File: config.mk
export PLATFORM = sky130hd
export DESIGN_NAME = param_counter
export DESIGN_NICKNAME = d
export VERILOG_FILES = /design/src/rtl/counter_pkg.sv /design/src/rtl/counter_prescaler.sv /design/src/rtl/param_counter.sv
export SDC_FILE = /design/constraint.sdc
export NUM_CORES = 1
export LEC_CHECK = 0
export ABC_AREA = 1
export BUFFER_PORTS_ARGS = -buffer_cell sky130_fd_sc_hd__clkbuf_2
export CAP_MARGIN = 20
export CORE_AREA = 5 5 42 44
export CTS_BUF_LIST = sky130_fd_sc_hd__clkbuf_8
export DETAILED_ROUTE_END_ITERATION = 6
export DIE_AREA = 0 0 47 49
export PLACE_DENSITY_LB_ADDON = 0.12
export SYNTH_ARGS = -nofsm -noshare
export SYNTH_HDL_FRONTEND = slang
export SYNTH_SLANG_ARGS = --single-unit
File: constraint.sdc
create_clock -name clock -period 1.3 [get_ports clock]
set_input_delay 0.065 -clock clock [delete_from_list [all_inputs] [get_ports clock]]
set_output_delay 0.065 -clock clock [all_outputs]
set_load 0.1 [all_outputs]
File: src/rtl/counter_pkg.sv
// Shared constants for the parameterised up/down counter.
package counter_pkg;
   localparam logic MODE_WRAP        = 1'b0;
   localparam logic MODE_SAT         = 1'b1;
   localparam int   DEFAULT_WIDTH    = 4;
   localparam int   DEFAULT_PRESCALE = 4;
endpackage

File: src/rtl/counter_prescaler.sv
// Divides enabled cycles by PRESCALE; strobe marks the enabled cycle at phase PRESCALE-1.
module counter_prescaler
   import counter_pkg::*;
#(
   parameter int PRESCALE = DEFAULT_PRESCALE
) (
   input  logic clock,
   input  logic reset,
   input  logic clear,
   input  logic enable,
   output logic strobe
);
   localparam int            CW   = $clog2(PRESCALE);
   localparam logic [CW-1:0] LAST = CW'(PRESCALE - 1);

   logic [CW-1:0] count_reg;

   always_ff @(posedge clock) begin
      if (reset || clear) begin
         count_reg <= '0;
      end else if (enable) begin
         count_reg <= (count_reg == LAST) ? '0 : count_reg + CW'(1);
      end
   end

   assign strobe = enable && (count_reg == LAST);
endmodule

File: src/rtl/param_counter.sv
// Up/down counter with wrap/saturate boundary, terminal-count pulse and sticky overflow.
// Optional step prescaler enabled by defining COUNTER_PRESCALE_EN.
module param_counter
   import counter_pkg::*;
#(
   parameter int              WIDTH    = DEFAULT_WIDTH,
   parameter longint unsigned MAX      = (64'd1 << WIDTH) - 64'd1,
   parameter int              PRESCALE = DEFAULT_PRESCALE
) (
   input  logic             clock,
   input  logic             reset,
   input  logic             enable,
   input  logic             up,
   input  logic             load,
   input  logic [WIDTH-1:0] load_value,
   input  logic             sat_mode,
   output logic [WIDTH-1:0] counter_out,
   output logic             tc,
   output logic             ovf
);
   localparam logic [WIDTH-1:0] MAX_V = WIDTH'(MAX);

   if (WIDTH < 1 || WIDTH > 32) begin : g_bad_width
      $error("param_counter: WIDTH out of range");
   end
   if (MAX < 1 || MAX > (64'd1 << WIDTH) - 64'd1) begin : g_bad_max
      $error("param_counter: MAX out of range");
   end
   if (PRESCALE < 2 || PRESCALE > 256) begin : g_bad_prescale
      $error("param_counter: PRESCALE out of range");
   end

   logic [WIDTH-1:0] count_reg, count_next;
   logic             tc_reg, tc_next;
   logic             ovf_reg, ovf_next;
   logic             step;

`ifdef COUNTER_PRESCALE_EN
   logic strobe;

   counter_prescaler #(
      .PRESCALE(PRESCALE)
   ) u_prescaler (
      .clock  (clock),
      .reset  (reset),
      .clear  (load),
      .enable (enable),
      .strobe (strobe)
   );

   assign step = strobe && !load;
`else
   assign step = enable && !load;
`endif

   always_comb begin
      count_next = count_reg;
      tc_next    = 1'b0;
      ovf_next   = ovf_reg;
      if (load) begin
         count_next = (load_value > MAX_V) ? MAX_V : load_value;
         ovf_next   = 1'b0;
      end else if (step) begin
         if (up) begin
            if (count_reg == MAX_V) begin
               tc_next    = 1'b1;
               count_next = (sat_mode == MODE_WRAP) ? '0 : MAX_V;
            end else begin
               count_next = count_reg + WIDTH'(1);
            end
         end else begin
            if (count_reg == '0) begin
               tc_next    = 1'b1;
               count_next = (sat_mode == MODE_WRAP) ? MAX_V : '0;
            end else begin
               count_next = count_reg - WIDTH'(1);
            end
         end
         // A boundary step sets the sticky flag on the same edge as the tc pulse.
         ovf_next = ovf_reg | tc_next;
      end
   end

   always_ff @(posedge clock) begin
      if (reset) begin
         count_reg <= '0;
         tc_reg    <= 1'b0;
         ovf_reg   <= 1'b0;
      end else begin
         count_reg <= count_next;
         tc_reg    <= tc_next;
         ovf_reg   <= ovf_next;
      end
   end

   assign counter_out = count_reg;
   assign tc          = tc_reg;
   assign ovf         = ovf_reg;
endmodule

Yosys cells after proc, flatten, opt, wreduce, memory -nomap -nowiden:

Cells that the tools add are included.
W data, S select, Z words.

* add/sub/neg operators: 2
* magnitude comparators: 1
* eq/ne operators: 1
* muxes and demuxes: 13
* bitwise gates (word level): 2
* reduce and logical (&&, ||, !) cells: 6

Operator list (count)
* $mux W4: 8
* $mux W1: 5
* $add A4 B1 Y4 const B: 1
* $eq A4 B4 Y1 const B: 1
* $gt A4 B4 Y1 const B: 1
* $logic_not A4 Y1: 1
* $sub A4 B1 Y4 const B: 1
* $reduce_or A3 Y1: 1
* $reduce_bool A2 Y1: 1
* $reduce_or A2 Y1: 1
* $logic_and A1 B1 Y1: 1
* $logic_not A1 Y1: 1
* $not A1 Y1: 1
* $or A1 B1 Y1: 1

* register bits: 6
* input port bits: 10

Depth between registers and ports, before layout:

Gate-level depths: netlist of the first run.

* depth in word-level cells: 6
* gate-level depth with buffers: 10

Worst setup path before layout of the first run:

No wires, ideal clock.

* path type: reg2reg
* start point: register count_reg[0] (netlist: counter_out[0])
* end point: register count_reg[0] (netlist: counter_out[0])
* library setup time: 67 ps
* arrival time: 1991 ps
* setup slack: -758 ps
* stages on the path, launching flop included: 10
* period minus slack after synthesis: 2058 ps
* cells stage by stage: dfxtp_1 -> inv_1 -> ha_1 -> nand2_4 -> nor2_4 -> nand2_1 -> nand3_1 -> nand2_1 -> nand2_1 -> a21oi_2

* word-level cells in the longest chain between the ends: 5
* elaborated cells on any way between the ends: 9
* classes of those cells: add/sub: 2; eq/ne: 1; mux: 5; reduce/logical: 1

Ends and longest elaborated chain
* start: declaration: RTL line param_counter.sv:33 `logic [WIDTH-1:0] count_reg, count_next;`
* start signal: assignment: RTL line param_counter.sv:90 `count_reg <= count_next;`
* $sub A4 B1 Y4, or another cell as far along: RTL line param_counter.sv:76 `count_next = count_reg - WIDTH'(1);`
* $mux W4, on equally long branches: RTL line param_counter.sv:72, param_counter.sv:65
* $mux W4 (*): RTL line param_counter.sv:64 `if (up) begin`
* $mux W4 (*): RTL line param_counter.sv:63 `end else if (step) begin`
* $mux W4 (*): RTL line param_counter.sv:60 `if (load) begin`

Mark *: on every way between the ends. The rest lies on a longest branch, timed or not. The select of a mux whose other input is x is not followed.
A chain may end at the register's enable or synchronous reset.

Worst setup path after layout of the first run:

* start point: register count_reg[1] (netlist: counter_out[1])
* end point: register count_reg[3] (netlist: counter_out[3])

Same word-level chain as after synthesis.

==> results_dict.tcl, run 1 <==
set metrics [dict create \
    drc 0 \
    r2r_slack_ns 0.06 \
    synth_cell_types 20 \
    rows 14 \
    numCtsBuffers 3 \
    largest_reg_flops 4 \
    finalWorstSetupSlack_ns 0.0579 \
    antenna_found_initial 0 \
    grt_pass1_wl_um 2070 \
    dp_cells 101 \
    place_hpwl_um 970 \
    finalSetupViolations 0 \
    fin_skew_ns 0.00970 \
    initial_core_util_pct 34.5 \
    cts_tree "done" \
    yosysWarningCount 0 \
    antenna_left 0 \
    min_period_ns 1.24 \
    outcome "complete, no violations" \
    syn_nets 84 \
    cts.clk_slew.worst_paths_ns 0.04 \
    power_uw 760 \
    worst_ep_required_time_ns 1.45 \
    final_util_pct 49.9 \
    ios 16 \
    clkSinkCount 6 \
    cts_htree_levels 1 \
    slew_violations 0 \
    n_antenna_cell 0 \
    dieWidth_um 47 \
    core_mm2 0.00140 \
    root_buffer "clkbuf_8" \
    clk_path_buf_depth 2 \
    drive_above_1_share_pct 46.7 \
    wl_um 1280 \
    start_kind "flip-flop" \
    fp.dieH_um 49 \
    via_count 536 \
    syn-cell-area_um2 483 \
    hold_viol_final 0 \
    fmax_mhz 805 \
    fill_cells 151 \
    post_drt_wl_per_cell_um 11.8 \
    grt_usage_pct 12.4 \
    grt_max_degree 12 \
    layout.nets 105 \
    finalCritPeriodShare_pct 95.5 \
    pwr_density_cell_mw_per_mm2 1090 \
    hp-class "primary input to flip-flop" \
    crit_fanout 7 \
    grt-ovfl-total 0 \
    grt_pass1_vias 482 \
    dr.pass1.iters 4 \
    seq_area_frac_synth_pct 24.9 \
    p_leak_nw 0.318 \
    irDropWorstVdd_v 0.000700 \
    arrival_ns 1.39 \
    max_cap_violations 0 \
    cp-end-kind "flip-flop" \
    dpl_worst_slack_ns 0.0658 \
    synth.avg_cell_area_um2 6.71 \
    via_per_inst 4.96 \
    syn_to_final_growth_pct 44.8 \
    relSlewSlack_pct 64.0 \
    ys_ff_latch 6 \
    port_buffers 15 \
    worst_pin_slew_ns 0.542 \
    clk_latency_ns 0.23 \
    initialDrtViolationCount 5 \
    finalNonFillerCells 108 \
    synthCells 72 \
    gp_congestion 0.792 \
    criticalPathCategory "flip-flop to flip-flop" \
    dieArea_mm2 0.00230 \
    rsz0062_at_grt "true" \
]
==> worst max-delay path: stages, from the launching register on <==
cell	delay (ns)
dfxtp_4	0.40
ha_4	0.17
nand3_2	0.10
nor2_2	0.11
nor2_2	0.05
a21oi_1	0.14
nand2_1	0.08
a21oi_2	0.11
==> cells by family (layout without fill, tap and decap cells) <==
logic type	count (synthesis)	in the layout	share of synthesized area [%]
AOI/OAI and AO/OA	15	15	19.4
adders and majority gates	2	2	5.18
buffers and inverters	11	31	12.7
DFF	6	6	24.9
and+or+nand+nor	38	38	37.8
==> layout make-up <==
class | count | area [µm²] | share of cell area, %
well taps | 16 | 20.0 | 2.86
flip-flops and latches | 6 | 135 | 19.3
repair buffers | 18 | 108 | 15.4
clock inverters | 1 | 3.75 | 0.537
multi-input cells | 55 | 348 | 49.7
clock buffers | 3 | 41.3 | 5.90
inverters | 9 | 43.8 | 6.26
==> routing by layer <==
layer	vias to the layer above	track usage, %	wire length, µm	part of all wire (%)
met5	-	0	0	0
met4	0	2.76	9	0.71
met3	2	6.64	77	6.0
met2	13	16.7	596	47
met1	238	17.2	591	46
li1	283	-	-	-
==> stage by stage <==
step / TNS [ns] / cell area, µm² / hold WS (ns)
after floorplan: -0.0515 / 528 / 0.118
after global placement: 0 / 611 / 0.307
after detailed placement: 0 / 611 / 0.307
after CTS: 0 / 656 / 0.0806
after global routing: -0.109 / 699 / 0.0984
final: 0 / 699 / 0.0891
==> cells in the final DEF (no fill, tap or decap), types with 3 or more instances in the layout <==
cell type	count
clkbuf_2	11
a22oi_1	4
nand3_1	5
a21oi_1	4
nand4_1	3
nor2_1	7
nand2_1	12
buf_4	7
inv_1	6
dfxtp_4	4
nand2_2	4
clkbuf_8	3
==> synthesized netlist by cell type <==
cell	number	area share [%]
nor3_1	1	1.0
nor2_4	1	2.3
nand2_1	15	12
a22oi_1	4	6.2
inv_1	8	6.2
a21oi_2	1	1.8
inv_6	1	1.8
nand4_1	3	3.9
nand3_1	6	6.2
nand3_2	1	2.1
a211oi_1	1	1.6
buf_6	2	4.7
nor2_1	9	7.0
o21bai_1	1	1.6
nand2_2	1	1.3
dfxtp_1	6	25
nand2_4	1	2.3
o21ai_0	3	3.1
a21oi_1	5	5.2
ha_1	2	5.2
==> where the power goes <==
group | switching, mW | total, mW | internal (mW)
sequential | 0.0283 | 0.223 | 0.195
clock | 0.0852 | 0.288 | 0.203
combinational | 0.164 | 0.248 | 0.0842
total | 0.278 | 0.760 | 0.482
==> worst paths after layout <==
check | start | endpoint | cells after the start
setup reg to reg | counter_out[1] | counter_out[3] | 7
setup / recovery | counter_out[1] | counter_out[3] | 7
hold / removal | reset | counter_out[0] | 2
hold reg to reg | ovf | ovf | 2
==> timing repair <==
item                                    in CTS  in global routing
endpoints found under the setup margin       0                  5
resized for setup                            0                  9
setup buffers                                0                  3
hold buffers                                 0                  0
No activity file was read; power rests on OpenSTA's default activity.
==> run 2, diff against run 1 <==
--- a/config.mk
+++ b/config.mk
@@ -12,7 +12,8 @@
 export CTS_BUF_LIST = sky130_fd_sc_hd__clkbuf_8
 export DETAILED_ROUTE_END_ITERATION = 6
 export DIE_AREA = 0 0 47 49
-export PLACE_DENSITY_LB_ADDON = 0.12
+export PLACE_DENSITY = 0.7
+export SLEW_MARGIN = 20
 export SYNTH_ARGS = -nofsm -noshare
 export SYNTH_HDL_FRONTEND = slang
 export SYNTH_SLANG_ARGS = --single-unit
==> run 2 against run 1 <==
  * Count of clock-buffer cells in the layout did not move
  * Final cell count did not move
  * Setup slack improved by 0.027 ns
  * Combinational power barely moved
  * Via count rose by 4.7%
  * Global-route usage rose by 0.79 points
  * Routed wire length rose by 3.1%
  * Non-clock buffer count did not move
  * Hold slack improved by 0.0023 ns
  * Critical path type unchanged
  * Largest power group unchanged
==> results_dict.tcl, run 2 (same netlist as run 1, synthesis figures left out) <==
set metrics [dict create \
    outcome "complete, no violations" \
    max_cap_violations 0 \
    power_uw 764 \
    final_util_pct 49.4 \
    n_antenna_cell 0 \
    wl_um 1310 \
    antenna_left 0 \
    relSlewSlack_pct 64.1 \
    hold_viol_final 0 \
    pwr-share-clk_pct 38.4 \
    finalCritPeriodShare_pct 93.5 \
    dieArea_mm2 0.00230 \
    fin_skew_ns 0.00479 \
    dieWidth_um 47 \
    switchingPower_uw 281 \
    cts.clk_slew.worst_paths_ns 0.04 \
    fp.dieH_um 49 \
    hp-class "primary input to flip-flop" \
    layout_common_cells "14 x nand2_1, 11 x clkbuf_2, 8 x nor2_1" \
    clkSinkCount 6 \
    final_common_cell "nand2_1" \
    start_kind "flip-flop" \
    place_hpwl_um 1030 \
    layout.nets 105 \
    grt_usage_pct 13.2 \
    finalSetupViolations 0 \
    crit_fanout 6 \
    dpl_worst_slack_ns 0.0907 \
    setup_tns_ns 0 \
    seqPwrFrac_pct 29.0 \
    clk_path_buf_depth 2 \
    p_leak_nw 0.320 \
    ios 16 \
    grt_pass1_wl_um 2260 \
    rows 14 \
    path_cells "ha_4 -> nand3_2 -> nor2_2 -> nor2_1 -> o21ai_0 -> nand3_1 -> a21oi_1" \
    p_sw_share_pct 36.9 \
    initial_core_util_pct 34.5 \
    cp-end-kind "flip-flop" \
    dp_cells 102 \
    gp_congestion 0.850 \
    worst_ep_required_time_ns 1.40 \
    via_count 561 \
    slew_violations 0 \
    power.internal_uw 482 \
    dr.pass1.iters 4 \
    grt_max_degree 12 \
    post_drt_wl_per_cell_um 12.2 \
    finalInstanceArea_um2 692 \
    rsz0062_at_grt "true" \
    holdWs_ns 0.0914 \
    place_area_um2 618 \
    criticalPathCategory "flip-flop to flip-flop" \
    critPathSlowestCell "dfxtp_4" \
    arrival_ns 1.32 \
    ctsHoldBuffers 0 \
    max_stage_delay_ns 0.37 \
    syn_to_final_growth_pct 43.3 \
    pwr_density_cell_mw_per_mm2 1100 \
    numCtsBuffers 3 \
    port_buffers 15 \
    drc 0 \
    finalWorstSetupSlack_ns 0.0846 \
    largest_reg_flops 4 \
    finalNonFillerCells 108 \
    grt_pass1_vias 544 \
    clk_latency_ns 0.23 \
    initialDrtViolationCount 11 \
    irDropWorstVdd_v 0.000871 \
    worst_pin_slew_ns 0.541 \
    grt-ovfl-total 0 \
    drive_above_1_share_pct 42.4 \
    fmax_mhz 823 \
    min_period_ns 1.22 \
    comb_power_share_pct 32.6 \
    root_buffer "clkbuf_8" \
    core_mm2 0.00140 \
    via_per_inst 5.19 \
    cts_htree_levels 1 \
    antenna_found_initial 0 \
    cts_tree "done" \
]
[run 2: cell counts in the layout (fill, tap and decap cells not counted)]
No cell type changed its count.
[run 2: final timing paths]
kind | from | end | slack [ns] | depth (start not counted)
worst min register to register | ovf | ovf | 0.51 | 2
worst max register to register | counter_out[1] | counter_out[2] | 0.08 | 7
worst min-delay path | reset | counter_out[0] | 0.09 | 2
worst max-delay path | counter_out[1] | counter_out[2] | 0.08 | 7
[run 2: critical path, delay by kind of cell (launching register included)]
family                   cells  cell delay (ns)
AND/OR/NAND/NOR              4             0.38
flip-flops                   1             0.37
adder cells (fa/ha/maj)      1             0.17
AO/OA/AOI/OAI                2             0.17
[run 2: per-layer routing]
layer	GRT usage (%)	wire, µm	up-vias
li1	-	-	284
met1	15.9	549	264
met2	21.9	715	11
met3	3.32	39	2
met4	4.15	9	0
met5	0	0	-
[run 2: power groups by stage]
stage,Combinational [mW],Sequential (mW),Clock (mW)
floorplan,0.124,0.286,0
finish,0.249,0.222,0.293
global placement,0.234,0.225,0
detailed placement,0.236,0.226,0
CTS,0.237,0.223,0.297
global route,0.270,0.224,0.325
[run 2: repair_timing]
action / CTS / global route
setup buffers: 0 / 2
setup endpoints to repair: 0 / 3
endpoints found under the hold margin: 0 / 0
resized for setup: 0 / 4
[run 2: cell type report]
| cell class | count | area, µm² |
|---|---|---|
| clock buffer | 3 | 41.3 |
| clock inverter | 1 | 3.75 |
| fill | 148 | 709 |
| inverter | 9 | 43.8 |
| multi-input combinational | 55 | 340 |
| sequential | 6 | 135 |
| tap | 16 | 20.0 |
| timing repair buffer | 18 | 108 |
